$ cat src/rtl/pid_pkg.sv
// pid_pkg: shared types and constants for the pid_sched sequencer.
package pid_pkg;

    localparam int D_WIDTH_DEF = 16;

    typedef enum logic [2:0] {
        ST_IDLE  = 3'd0,
        ST_CFG   = 3'd1,
        ST_SCAN  = 3'd2,
        ST_ISSUE = 3'd3,
        ST_WAIT  = 3'd4
    } pid_state_t;

    // Width of a channel index; never narrower than one bit.
    function automatic int ch_idx_bits(input int nch);
        return (nch > 1) ? $clog2(nch) : 1;
    endfunction

endpackage

$ cat src/rtl/pid_sched_tick.sv
// pid_sched_tick: free-running loop-period counter 0..PERIOD_CYCLES-1.
// o_tick is high during the last count of each period.
module pid_sched_tick
    import pid_pkg::*;
#(
    parameter int PERIOD_CYCLES = 1000
) (
    input  logic clk,
    input  logic rstb,
    output logic o_tick
);

    localparam int CW = (PERIOD_CYCLES > 1) ? $clog2(PERIOD_CYCLES) : 1;
    localparam logic [CW-1:0] LAST_COUNT = CW'(PERIOD_CYCLES - 1);

    logic [CW-1:0] r_count;

    // Count up and wrap at the end of the period.
    always_ff @(posedge clk or negedge rstb) begin
        if (!rstb) begin
            r_count <= '0;
        end else if (r_count == LAST_COUNT) begin
            r_count <= '0;
        end else begin
            r_count <= r_count + 1'b1;
        end
    end

    assign o_tick = (r_count == LAST_COUNT);

endmodule

$ cat src/rtl/pid_sched.sv
// pid_sched: time-shares one multi-context PID core across NCH channels.
// Each loop tick starts a sweep that issues one iterate per pending channel
// and stores the core's answer in that channel's output register. Host
// config writes are forwarded to the core only between sweeps.
// Optional core-response watchdog: define PID_SCHED_WDT_EN.
module pid_sched
    import pid_pkg::*;
#(
    parameter int D_WIDTH        = D_WIDTH_DEF,
    parameter int NCH            = 4,
    parameter int PERIOD_CYCLES  = 1000,
    parameter int TIMEOUT_CYCLES = 64
) (
    input  logic                     clk,
    input  logic                     rstb,
    input  logic                     cfg_wr_en,
    input  logic [D_WIDTH-1:0]       cfg_addr,
    input  logic [D_WIDTH-1:0]       cfg_data,
    output logic                     cfg_ready,
    input  logic [NCH-1:0]           meas_valid,
    input  logic [NCH*D_WIDTH-1:0]   meas_data,
    input  logic [NCH*D_WIDTH-1:0]   target_data,
    output logic                     core_write_enable,
    output logic [D_WIDTH-1:0]       core_reg_addr,
    output logic [D_WIDTH-1:0]       core_reg_data,
    output logic                     core_iterate_enable,
    output logic [$clog2(NCH)-1:0]   core_ch,
    output logic [D_WIDTH-1:0]       core_target,
    output logic [D_WIDTH-1:0]       core_measurement,
    input  logic [D_WIDTH-1:0]       core_out,
    input  logic                     core_out_valid,
    output logic [NCH*D_WIDTH-1:0]   ch_out,
    output logic [NCH-1:0]           ch_out_valid,
    output logic                     overrun,
    output logic [NCH-1:0]           timeout_err
);

    localparam int CHW = ch_idx_bits(NCH);
    localparam logic [CHW-1:0] LAST_CH = CHW'(NCH - 1);

    pid_state_t             r_state, w_state_next;
    logic [CHW-1:0]         r_ch, w_ch_next;
    logic [NCH-1:0]         r_pending;
    logic [D_WIDTH-1:0]     r_meas [NCH];
    logic [D_WIDTH-1:0]     r_cfg_addr, r_cfg_data;
    logic [CHW-1:0]         r_core_ch;
    logic [D_WIDTH-1:0]     r_core_target, r_core_meas;
    logic [NCH*D_WIDTH-1:0] r_ch_out;
    logic [NCH-1:0]         r_ch_out_valid;
    logic                   r_overrun;
    logic                   w_tick, w_cfg_ready, w_cfg_accept;
    logic                   w_issue_load, w_capture, w_wdt_expired;

    pid_sched_tick #(.PERIOD_CYCLES(PERIOD_CYCLES)) u_tick (
        .clk    (clk),
        .rstb   (rstb),
        .o_tick (w_tick)
    );

    // Host handshake: a write transfers in any cycle where cfg_wr_en and
    // cfg_ready are both high; cfg_wr_en/addr/data must hold until then.
    // A tick in the same cycle takes priority, so the write waits out the sweep.
    assign w_cfg_ready  = (r_state == ST_IDLE) && !w_tick;
    assign w_cfg_accept = cfg_wr_en && w_cfg_ready;
    assign cfg_ready    = rstb && w_cfg_ready;

    // Next state, next channel and the one-cycle datapath strobes.
    always_comb begin
        w_state_next = r_state;
        w_ch_next    = r_ch;
        w_issue_load = 1'b0;
        w_capture    = 1'b0;
        case (r_state)
            ST_IDLE: begin
                if (w_tick) begin
                    w_state_next = ST_SCAN;
                    w_ch_next    = '0;
                end else if (w_cfg_accept) begin
                    w_state_next = ST_CFG;
                end
            end
            ST_CFG: w_state_next = ST_IDLE;
            ST_SCAN: begin
                if (r_pending[r_ch]) begin
                    w_state_next = ST_ISSUE;
                    w_issue_load = 1'b1;
                end else if (r_ch == LAST_CH) begin
                    w_state_next = ST_IDLE;
                end else begin
                    w_ch_next = r_ch + 1'b1;
                end
            end
            ST_ISSUE: w_state_next = ST_WAIT;
            ST_WAIT: begin
                w_capture = core_out_valid;
                if (core_out_valid || w_wdt_expired) begin
                    if (r_ch == LAST_CH) begin
                        w_state_next = ST_IDLE;
                    end else begin
                        w_state_next = ST_SCAN;
                        w_ch_next    = r_ch + 1'b1;
                    end
                end
            end
            default: w_state_next = ST_IDLE;
        endcase
    end

    // State and current-channel registers.
    always_ff @(posedge clk or negedge rstb) begin
        if (!rstb) begin
            r_state <= ST_IDLE;
            r_ch    <= '0;
        end else begin
            r_state <= w_state_next;
            r_ch    <= w_ch_next;
        end
    end

    // Measurement latch; a new sample in the issue cycle keeps the channel pending.
    always_ff @(posedge clk or negedge rstb) begin
        if (!rstb) begin
            r_pending <= '0;
            for (int i = 0; i < NCH; i++) r_meas[i] <= '0;
        end else begin
            for (int i = 0; i < NCH; i++) begin
                if (meas_valid[i]) begin
                    r_meas[i]    <= meas_data[i*D_WIDTH +: D_WIDTH];
                    r_pending[i] <= 1'b1;
                end else if ((r_state == ST_ISSUE) && (r_ch == CHW'(i))) begin
                    r_pending[i] <= 1'b0;
                end
            end
        end
    end

    // Capture the host write so the core sees it during the CFG cycle.
    always_ff @(posedge clk or negedge rstb) begin
        if (!rstb) begin
            r_cfg_addr <= '0;
            r_cfg_data <= '0;
        end else if (w_cfg_accept) begin
            r_cfg_addr <= cfg_addr;
            r_cfg_data <= cfg_data;
        end
    end

    // Core operands are frozen on the way into ISSUE and held through WAIT.
    always_ff @(posedge clk or negedge rstb) begin
        if (!rstb) begin
            r_core_ch     <= '0;
            r_core_target <= '0;
            r_core_meas   <= '0;
        end else if (w_issue_load) begin
            r_core_ch     <= r_ch;
            r_core_target <= target_data[int'(r_ch)*D_WIDTH +: D_WIDTH];
            r_core_meas   <= r_meas[r_ch];
        end
    end

    // Store the core result and pulse the matching channel's valid once.
    always_ff @(posedge clk or negedge rstb) begin
        if (!rstb) begin
            r_ch_out       <= '0;
            r_ch_out_valid <= '0;
        end else begin
            r_ch_out_valid <= '0;
            if (w_capture) begin
                r_ch_out[int'(r_ch)*D_WIDTH +: D_WIDTH] <= core_out;
                r_ch_out_valid[r_ch]                   <= 1'b1;
            end
        end
    end

    // Sticky overrun: a tick seen while a sweep or write is still in flight.
    always_ff @(posedge clk or negedge rstb) begin
        if (!rstb) begin
            r_overrun <= 1'b0;
        end else if (w_tick && (r_state != ST_IDLE)) begin
            r_overrun <= 1'b1;
        end
    end

`ifdef PID_SCHED_WDT_EN
    localparam int TW = $clog2(TIMEOUT_CYCLES + 1);

    logic [TW-1:0]  r_wdt_cnt;
    logic [NCH-1:0] r_timeout_err;

    // Count WAIT cycles; any other state restarts the count.
    always_ff @(posedge clk or negedge rstb) begin
        if (!rstb) begin
            r_wdt_cnt <= '0;
        end else if (r_state != ST_WAIT) begin
            r_wdt_cnt <= '0;
        end else begin
            r_wdt_cnt <= r_wdt_cnt + 1'b1;
        end
    end

    assign w_wdt_expired = (r_state == ST_WAIT) && (r_wdt_cnt == TW'(TIMEOUT_CYCLES - 1));

    // Flag the silent channel; the sweep moves on without touching ch_out.
    always_ff @(posedge clk or negedge rstb) begin
        if (!rstb) begin
            r_timeout_err <= '0;
        end else if (w_wdt_expired && !core_out_valid) begin
            r_timeout_err[r_ch] <= 1'b1;
        end
    end

    assign timeout_err = r_timeout_err;
`else
    // No watchdog: WAIT lasts until the core answers and the flags stay clear.
    assign w_wdt_expired = 1'b0;
    assign timeout_err   = {NCH{TIMEOUT_CYCLES < 0}};
`endif

    assign core_write_enable   = (r_state == ST_CFG);
    assign core_reg_addr       = r_cfg_addr;
    assign core_reg_data       = r_cfg_data;
    assign core_iterate_enable = (r_state == ST_ISSUE);
    assign core_ch             = r_core_ch;
    assign core_target         = r_core_target;
    assign core_measurement    = r_core_meas;
    assign ch_out              = r_ch_out;
    assign ch_out_valid        = r_ch_out_valid;
    assign overrun             = r_overrun;

endmodule

$ cat config.mk
export PLATFORM = sky130hd
export DESIGN_NAME = pid_sched
export DESIGN_NICKNAME = d
export VERILOG_FILES = /design/src/rtl/pid_pkg.sv /design/src/rtl/pid_sched_tick.sv /design/src/rtl/pid_sched.sv
export SDC_FILE = /design/constraint.sdc
export NUM_CORES = 1
export LEC_CHECK = 0
export ABC_AREA = 1
export CORE_MARGIN = 1.5
export CORE_UTILIZATION = 30
export CTS_CLUSTER_SIZE = 16
export DETAILED_ROUTE_END_ITERATION = 7
export PLACE_DENSITY = 0.54
export SETUP_SLACK_MARGIN = 0.02
export SLEW_MARGIN = 0
export SYNTH_ARGS = -nofsm -noshare
export SYNTH_HDL_FRONTEND = slang
export SYNTH_HIERARCHICAL = 1
export SYNTH_SLANG_ARGS = --single-unit
$ cat constraint.sdc
create_clock -name clk -period 2.9 [get_ports clk]
set_clock_uncertainty 0.1 [all_clocks]
set_input_delay 0.435 -clock clk [delete_from_list [all_inputs] [get_ports clk]]
set_output_delay 0.435 -clock clk [all_outputs]
set_load 0.03 [all_outputs]
==> impl_results.md, run 1 <==
- Routed Antenna Nets: 0
- Largest family of logic cells by synthesized area: simple AND/OR/NAND/NOR gates
- Worst Path Required: approximately 2400 ps
- CP Max Fanout: 6
- Drt wl/cell: around 17 um
- Fill cells: around 3300
- CTS tree: done
- Crit-path cells: inv_1 -> nand3_1 -> inv_1 -> clkdlybuf4s50_1
- Tmin final: 2720 ps
- Slowest Stage Delay on Critical Path: between 700 and 800 ps
- Comb power frac: approximately a fifth
- CTS max path bufs: 3
- I/O pin count: between 300 and 400
- Congestion Overflow GR: 0
- Vias per cell: ~4.6
- DRC violations left: 0
- Sequential area share after synthesis: a little over half
- Peak supply drop: 0.000513 V
- CP endpoint kind: primary output
- Global placer's final weighted congestion: 0.799
- Pint: roughly 6.4 mW
- Slowest CP cell: clkdlybuf4s50_1
- Most frequent cell after synthesis: nand2_1
- DRT Pass-1 Iters: 6
- Synth cell count leaders: nand2_1 (348), dfrtp_1 (218), o21ai_0 (205), inv_1 (93), nor2_1 (57)
- Worst min path class: input port to asynchronous set/reset pin
- RSZ-0062 raised after global routing: false
- Initial antenna violation count: 3
- Switching part of the total power: ~29%
- Worst-margin pin slew: approximately 800 ps
- CTS Buf Count: 27
- Synth Area in Simple Gates: 21.6%
- Worst setup path class: register to primary output
- H-tree depth: 1
- Clk sink count: ~220
- Yosys cell types: 33
- Post-synthesis compound-gate area fraction: 14.5%
- Clk pwr share: 39.5%
- Main synth FF type: dfrtp_1
- Design area: roughly 14000 um2
- DP Area: 13500 um2
- Row count: 66
- Crit start category: register
- Synthesis-to-finish area growth: 44.8%
- Clock slew at reported path FFs: ~60 ps
- Total power: approximately 9.0 mW
- # setup viols final: 0
- Synth Instances: 1201
- HPWL after detailed placement: between 20000 and 25000 um
- Layout net count: 1688
- Most Frequent Cell on Critical Path: inv_1
- Biggest area consumer among synthesized cells: dfrtp_1
- Status: finished clean
- Synth top area share: between 50 and 60%
- Ys async rst share: 100%
- Die Y-Extent: approximately 190 um
- Setup TNS: 0 ps
- Vias: between 9000 and 10000
- Sequential share of power: 39.1%
- Global-route wire length before repair: 49500 um
- Cell area after synthesis: roughly 10000 um2
- Vias in the first global route: between 8000 and 9000
- Post-synth EDFFs: 0
- Root Buffer Master: clkbuf_16
- GRT Util Overall: approximately 18%
- Post-synthesis sequential element count: approximately 220
- Later-pin clock latency in the skew report: 530 ps
- Synthesized area per cell: about 8.3 um2
- Multiplexer share of the synthesized area: 0%
- P_sw: ~2.6 mW
- Die ar.: approximately 34000 um2
- Worst path arrival time: between 2000 and 2500 ps
- Pins over their slew limit: 0
- XOR/XNOR share of the synthesized area: less than 1%
- Lkg Pwr: slightly below 7 nW
- Max frequency: approximately 370 MHz
- Maximum number of pins on one net before global-route repair: 125
- DR iter-0 viols: around 520
- Yosys warnings: 6
- Core ar.: roughly 33000 um2
- Worst slew margin: ~46%
- DRT Wirelength: ~32000 um
- Final Hold Vio Count: 0
- IO Port Bufs: approximately 320
- Pwr dens: approximately 620 nW/um2
- MaxCap Viol Count: 0
- Die Wd: approximately 190 um
- Share of layout cells above drive strength 1: between 6 and 7%
- Fin crit share: between 90% and 100%
- Starting Density: around 31%
- Synth Area in Adders: around 1.1%
- Synth top area cells: dfrtp_1 (55%), nand2_1 (13%), o21ai_0 (10%)
[logic make-up after synthesis]
logic type | Yosys count
AOI/OAI and AO/OA | 284
xor gates and xnor gates | 2
adders and majority gates | 9
buffers and inverters | 180
DFF | 218
other | 1
and+or+nand+nor | 507
[worst paths after layout]
path / start / to / slack, ps / cells after the start
max: r_state[2]$_DFFE_PN0P_ / core_iterate_enable / 180 / 4
min reg2reg: r_meas[4]$_DFFE_PN0P_ / r_meas[4]$_DFFE_PN0P_ / 360 / 2
min: rstb / ch_out[13]$_DFFE_PN0P_ / 330 / 2
max reg2reg: r_ch[0]$_DFFE_PN0P_ / ch_out[41]$_DFFE_PN0P_ / 580 / 7
max in group asynchronous: rstb / r_meas[26]$_DFFE_PN0P_ / 1340 / 3
min in group clk: meas_data[61] / r_meas[13]$_DFFE_PN0P_ / 340 / 3
[through the flow]
step | utilization [%] | hold WS [ps] | setup slack (ps) | instances
final | 44.3 | 331 | 178 | 1959
after global routing | 44.3 | 331 | 62.4 | 1959
after CTS | 44.3 | 311 | 68.2 | 1958
after detailed placement | 41.4 | 286 | 519 | 1907
after global placement | 41.4 | 284 | 581 | 1907
after floorplan | - | 39.4 | 593 | 1204
[cell usage in the layout, fill, tap and decap left out, types with 32 or more instances in the layout]
cell type and n:
nand2_1 348, o21ai_1 32, nand3_1 44, o21ai_0 205, clkdlybuf4s50_1 319, dfrtp_1 217, inv_1 93, nor2_1 57
nand4_1 32
[per-layer routing]
layer | routed length [um] | up-vias | global-route usage, %
met5 | 27 | - | 0
met4 | 590 | 4 | 4.55
met3 | 2130 | 41 | 3.78
met2 | 14900 | 283 | 29.2
met1 | 14800 | 4265 | 25.6
li1 | - | 4481 | -
[power by group through the flow]
stage	clock network, mW	registers, mW	logic [mW]
CTS	3.65	3.51	1.94
floorplan	0	3.99	0.503
detailed placement	0	3.55	1.93
global placement	0	3.56	1.91
finish	3.54	3.51	1.92
global route	3.76	3.55	2.08
[final cells by class]
| type | instances | area, um2 | area share [%] |
|---|---|---|---|
| multi-input cells | 806 | 3770 | 26.0 |
| repair buffers | 339 | 3380 | 23.3 |
| inverters | 103 | 399 | 2.75 |
| flip-flops and latches | 218 | 5460 | 37.7 |
| clock inverters | 8 | 144 | 0.993 |
| clock buffers | 42 | 792 | 5.47 |
| well taps | 442 | 553 | 3.82 |
| diodes | 1 | 2.50 | 0.0173 |
[state kept, by name, indices dropped and copies added, names as in the netlist]
name / cells
core_reg_data: 16
core_ch: 2
r_pending: 4
core_measurement: 16
core_target: 16
u_tick/r_count: 10
r_meas: 64
overrun: 1
r_state: 3
core_reg_addr: 16
ch_out: 64
r_ch: 2
ch_out_valid: 4
[what timing repair did]
item                                    in CTS  in global routing
hold buffers                                 1                  0
gates resized for setup                      1                  3
buffers inserted                             0                  0
cloned                                       0                  0
endpoints found under the setup margin       1                  1
endpoints found under the hold margin       48                  0
[critical path: cells and delay by family (launching register included)]
family,cells,cell delay (ps)
flops,1,430
buf+inv,3,990
simple gates,1,240
No activity file was read; power rests on OpenSTA's default activity.
==> run 2, diff against run 1 <==
Clock period 2.9 ns to 3.25 ns, I/O delays scaled along.
==> run 2 against run 1 <==
First-iteration DRC count grew 19%. Sequential share of layout area grew 0.28 points. Clock power shrank 17%. Core utilization shrank 0.33 points. Die area is the same. Total power shrank 13%. Global-route usage shrank 0.082 points. Largest cell class unchanged. The flow now finishes with violations (DRC, hold timing). Worst hold slack lost 400 ps. Sequential power shrank 11%.
==> impl_results.md, run 2 (synthesis gave the netlist of run 1 again) <==
- Vias in the first global route: 8639
- I/O pin count: ~330
- Fill cells: between 3000 and 4000
- Crit start category: register
- Failing checks: DRC, hold timing
- Crit-path cells: ha_1 -> nand2_2 -> nor2_2 -> nand3_2 -> clkinv_2 -> nor2_2 -> inv_2 -> nor2_1 -> dlygate4sd2_1
- Later-pin clock latency in the skew report: about 520 ps
- CP Max Fanout: 6
- Drt wl/cell: 16.6 um
- Slowest CP cell: dlygate4sd2_1
- CTS tree: done
- Status: finished with violations
- Maximum number of pins on one net before global-route repair: between 100 and 150
- Comb power frac: 21.9%
- Clock slew at reported path FFs: roughly 60 ps
- DRT Pass-1 Iters: 8
- Worst setup path class: register to primary output
- Setup TNS: 0 ps
- Sequential share of power: between 40% and 50%
- CTS Buf Count: 26
- Worst Path Required: ~2700 ps
- H-tree depth: 1
- Congestion Overflow GR: 0
- Core ar.: about 33000 um2
- Final Hold Vio Count: 28
- Leading cell type in the layout, fill and taps excluded: nand2_1
- Max frequency: roughly 340 MHz
- CTS max path bufs: 3
- DR iter-0 viols: a little over 600
- Vias per cell: approximately 4.7
- Root Buffer Master: clkbuf_16
- Layout net count: between 1500 and 2000
- Die ar.: 34500 um2
- Global placer's final weighted congestion: ~0.81
- Die Wd: 186 um
- GRT Util Overall: 18.3%
- Worst path arrival time: 2360 ps
- Global-route wire length before repair: 49500 um
- Row count: 66
- Die Y-Extent: approximately 190 um
- Lkg Pwr: around 6.9 nW
- Fin crit share: about nine tenths
- Most Frequent Cell on Critical Path: nor2_2
- Fin Hold WS: -67.0 ps
- DRT Wirelength: 32400 um
- Peak supply drop: between 0.0005 and 0.0006 V
- P_sw: between 2 and 2.5 mW
- Switching part of the total power: 29.3%
- DRC violations left: 1
- Synthesis-to-finish area growth: 43.7%
- Slowest Stage Delay on Critical Path: roughly 460 ps
- Share of layout cells above drive strength 1: about 6%
- Total power: slightly below 8 mW
- Worst min path class: input port to asynchronous set/reset pin
- HPWL after detailed placement: 22500 um
- Pwr dens: 539 nW/um2
- Initial antenna violation count: 2
- Vias: 9127
- CP endpoint kind: primary output
- Tmin final: around 2900 ps
- # setup viols final: 0
- Routed Antenna Nets: 0
- Worst-margin pin slew: around 1000 ps
- Clk pwr share: ~38%
- Pint: around 5.5 mW
- MaxCap Viol Count: 0
- IO Port Bufs: between 300 and 400
- Most frequent cells in the layout: nand2_1 (348), clkdlybuf4s50_1 (319), dfrtp_1 (217)
- RSZ-0062 raised after global routing: false
- Worst slew margin: 31.5%
- Starting Density: a little under a third
- Post-CTS setup buffers: 0
- Pins over their slew limit: 0
- Clk sink count: between 200 and 250
## run 2: final timing paths
check | from | to | slack [ps] | cells past startpoint
min in group clk | overrun$_DFFE_PN0P_ | overrun$_DFFE_PN0P_ | 360 | 1
worst min register to register | overrun$_DFFE_PN0P_ | overrun$_DFFE_PN0P_ | 360 | 1
worst max-delay path | u_tick/r_count[0]$_DFF_PN0_ | cfg_ready | 300 | 9
worst min-delay path | rstb | ch_out[1]$_DFFE_PN0P_ | -70 | 2
max in group asynchronous | rstb | r_meas[42]$_DFFE_PN0P_ | 2270 | 2
worst max register to register | r_ch[0]$_DFFE_PN0P_ | ch_out[33]$_DFFE_PN0P_ | 560 | 6
## run 2: power by group through the flow
stage	combinational (mW)	clock [mW]	sequential (mW)
after global routing	1.84	3.13	3.17
final	1.70	2.93	3.14
after detailed placement	1.72	0	3.17
after CTS	1.72	3.02	3.14
after global placement	1.71	0	3.18
after floorplan	0.449	0	3.56
## run 2: per-layer routing
metal | track usage [%] | up-vias | routed length, um
li1 | - | 4468 | -
met1 | 26.1 | 4310 | 15000
met2 | 28.8 | 308 | 14700
met3 | 3.44 | 39 | 2170
met4 | 3.94 | 2 | 582
met5 | 0 | - | 13
## run 2: through the flow
stage	util, %	std cells	setup WS, ps	hold slack [ps]	area, um2
finish	44.0	1955	302	-67.0	14400
global route	44.0	1955	77.3	76.1	14400
CTS	44.0	1954	259	70.0	14400
detailed placement	41.3	1906	557	352	13500
global placement	41.3	1906	607	346	13500
floorplan	-	1204	891	91.9	10000
## run 2: cell type report
cell class | count | area (um2) | area share [%]
antenna | 1 | 2.50 | 0.0174
multi-input combinational | 806 | 3760 | 26.1
sequential | 218 | 5460 | 37.9
tap | 442 | 553 | 3.84
inverter | 103 | 393 | 2.73
clock buffer | 41 | 778 | 5.41
timing repair buffer | 337 | 3350 | 23.3
clock inverter | 7 | 90.1 | 0.626
## run 2: timing repair
item	CTS	global route
hold buffers	0	0
setup endpoints to repair	1	0
gates resized for setup	1	0
## run 2: critical path: cells and delay by family (launching register included)
| family | cells | cell delay, ps |
|---|---|---|
| adder cells (fa/ha/maj) | 1 | 230 |
| buffers and inverters | 3 | 660 |
| flip-flops | 1 | 410 |
| AND/OR/NAND/NOR | 5 | 550 |
==> run 3, diff against run 2 <==
Settings changed: MAX_ROUTING_LAYER set to met4, SYNTH_HIERARCHICAL 1 to unset.
==> run 3 against run 2 <==
The flow now finishes without violations. Clock power about the same. Core utilization about the same. Area after synthesis increased by 0.23%. Final area about the same. Routed wire length increased by 1.1%. Critical path depth decreased by 2. Non-clock buffer count unchanged. Die area increased by 0.22%. Fmax increased by 0.17%. Critical path type unchanged. Largest power group unchanged. Highest routed layer is now met4.
==> impl_results.md, run 3 <==
- Initial antenna violation count: 0
- Synth top area share: between 50% and 60%
- Worst Path Required: between 2000 and 3000 ps
- H-tree depth: 1
- Slowest CP cell: clkdlybuf4s50_1
- Routed Antenna Nets: 0
- Core ar.: about 33000 um2
- Yosys warnings: 0
- Critical path's top delay family: buffers and inverters
- Maximum number of pins on one net before global-route repair: between 100 and 150
- Congestion Overflow GR: 0
- Row count: 66
- CP Max Fanout: 5
- Hold Buf Count CTS: 1
- CP endpoint kind: primary output
- Post-CTS setup buffers: 0
- Worst slew margin: 30.8%
- Die Y-Extent: 186 um
- Ys async rst share: 100%
- Later-pin clock latency in the skew report: 530 ps
- Leading cell type in the layout, fill and taps excluded: nand2_1
- Status: finished clean
- Fill cells: 3309
- Sequential share of power: approximately two fifths
- Synthesized area per cell: around 8.3 um2
- P_sw: 2.27 mW
- Antenna diode count: 0
- Vias: roughly 9000
- Most frequent cell after synthesis: nand2_1
- CTS max path bufs: 3
- Worst min path class: input port to asynchronous set/reset pin
- Comb power frac: between 20% and 30%
- RSZ-0062 raised after global routing: false
- Biggest area consumer among synthesized cells: dfrtp_1
- Synth top area cells: dfrtp_1 (54%), nand2_1 (14%), o21ai_0 (7.9%)
- Post-synth EDFFs: 0
- Synth cell count leaders: nand2_1 (386), dfrtp_1 (218), o21ai_0 (158), nand3_1 (78), inv_1 (75)
- Worst setup path class: register to primary output
- Peak supply drop: 0.000335 V
- Worst path arrival time: around 2400 ps
- Final Hold Vio Count: 0
- Yosys cell types: 34
- Clock slew at reported path FFs: ~60 ps
- Crit-path cells: ha_1 -> nand2_1 -> nor2_1 -> nand3_2 -> nand2_2 -> nor2_1 -> clkdlybuf4s50_1
- Most Frequent Cell on Critical Path: nor2_1
- DRT Wirelength: around 33000 um
- Cell area after synthesis: between 10000 and 15000 um2
- Crit start category: register
- I/O pin count: about 330
- WP buf/inv: 1
- Vias per cell: between 4 and 5
- Main synth FF type: dfrtp_1
- Post-synthesis sequential element count: ~220
- Synthesis-to-finish area growth: 43.5%
- IO Port Bufs: about 320
- Clk sink count: 218
- Pint: ~5.4 mW
- Switching part of the total power: around 29%
- Lkg Pwr: a little under 7 nW
- Slowest Stage Delay on Critical Path: ~700 ps
- Drt wl/cell: around 17 um
- GRT Util Overall: between 10% and 20%
- DR iter-0 viols: roughly 500
- DRT Pass-1 Iters: 4
- Starting Density: a little under a third
- HPWL after detailed placement: ~23000 um
- Die Wd: about 190 um
- Area of the multi-input gates: about 3800 um2
- Register area: ~5500 um2
- Most frequent cells in the layout: nand2_1 (386), clkdlybuf4s50_1 (320), dfrtp_1 (217)
- Global placer's final weighted congestion: between 0.8 and 0.9
- Resized cells post-CTS: 0
- Fin Hold WS: around 330 ps
- Pwr dens: between 500 and 600 nW/um2
- Tmin final: just under 3000 ps
- Synth Instances: approximately 1200
- Pins over their slew limit: 0
- Root Buffer Master: clkbuf_16
- CTS Buf Count: 26
- Layout net count: about 1700
- Worst-margin pin slew: 1030 ps
- Sequential area share after synthesis: 54.4%
- # setup viols final: 0
- Setup TNS: 0 ps
- Clk pwr share: a little under two fifths
- Fin crit share: roughly nine tenths
- Max frequency: around 340 MHz
- Vias in the first global route: about 9000
- CTS tree: done
- Share of layout cells above drive strength 1: 5.59%
- Global-route wire length before repair: 50600 um
- MaxCap Viol Count: 0
- Die ar.: between 30000 and 40000 um2
- DRC violations left: 0
[run 3: cell types whose count changed after synthesis, sizes merged, moves of 2 or more]
cell | before | now
buf | 41 | 45
clkbuf | 36 | 34
inv | 100 | 85
nand2 | 352 | 390
nand3 | 47 | 81
nor2 | 72 | 75
nor3 | 3 | 8
o21a | 0 | 5
o21ai | 237 | 179
or2 | 0 | 2
[run 3: power by group through the flow]
stage	clock [mW]	combinational [mW]	sequential (mW)
floorplan	0	0.476	3.57
global placement	0	1.70	3.16
detailed placement	0	1.71	3.17
CTS	2.99	1.72	3.12
global route	3.09	1.84	3.15
finish	2.91	1.69	3.12
[run 3: worst register-to-register path: stages, from the launching register on]
cell and delay, ps:
dfrtp_4 430, inv_2 40, ha_1 260, buf_4 230, inv_2 180, nor2_1 820
nand3_1 170, nand2_1 100
[run 3: through the flow]
stage               std cells  cell area (um2)  utilization, %  power [mW]  setup WS [ps]
detailed placement       1915            13500            41.3        4.88            847
global route             1963            14400            44.0        8.08            148
global placement         1915            13500            41.3        4.86            888
floorplan                1216            10000               -        4.04           1020
CTS                      1963            14400            44.0        7.83            271
finish                   1963            14400            44.0        7.72            307
[run 3: logic make-up after synthesis]
group	share of synthesized area [%]
compound gates	11.8
xor+xnor	0.0873
fa+ha+maj	1.12
buf+inv	7.67
flops	54.4
other cells	0.0374
simple gates	24.9
[run 3: worst paths after layout]
kind                                                   from                endpoint  slack [ps]  cells past startpoint
worst min-delay path                                   rstb  ch_out[27]$_DFFE_PN0P_         330                      2
max in group asynchronous                              rstb  r_meas[36]$_DFFE_PN0P_        1670                      3
min in group clk                     r_meas[51]$_DFFE_PN0P_  r_meas[51]$_DFFE_PN0P_         360                      2
worst max-delay path            u_tick.r_count[0]$_DFF_PN0_               cfg_ready         310                      7
worst max register to register          r_ch[0]$_DFFE_PN0P_  ch_out[37]$_DFFE_PN0P_         870                      7
worst min register to register       r_meas[51]$_DFFE_PN0P_  r_meas[51]$_DFFE_PN0P_         360                      2
[run 3: cell type report]
| type | instances | area share [%] |
|---|---|---|
| inverter | 87 | 2.29 |
| multi-input combinational | 832 | 26.5 |
| tap | 442 | 3.84 |
| sequential | 218 | 37.9 |
| clock inverter | 7 | 0.522 |
| clock buffer | 40 | 5.51 |
| timing repair buffer | 337 | 23.4 |
[run 3: routing by layer]
layer / up-vias / part of all wire, % / GRT usage (%)
li1: 4498 / - / -
met1: 4359 / 44 / 25.2
met2: 290 / 46 / 30.7
met3: 46 / 7.4 / 4.27
met4: 0 / 2.3 / 4.61
met5: - / 0 / -
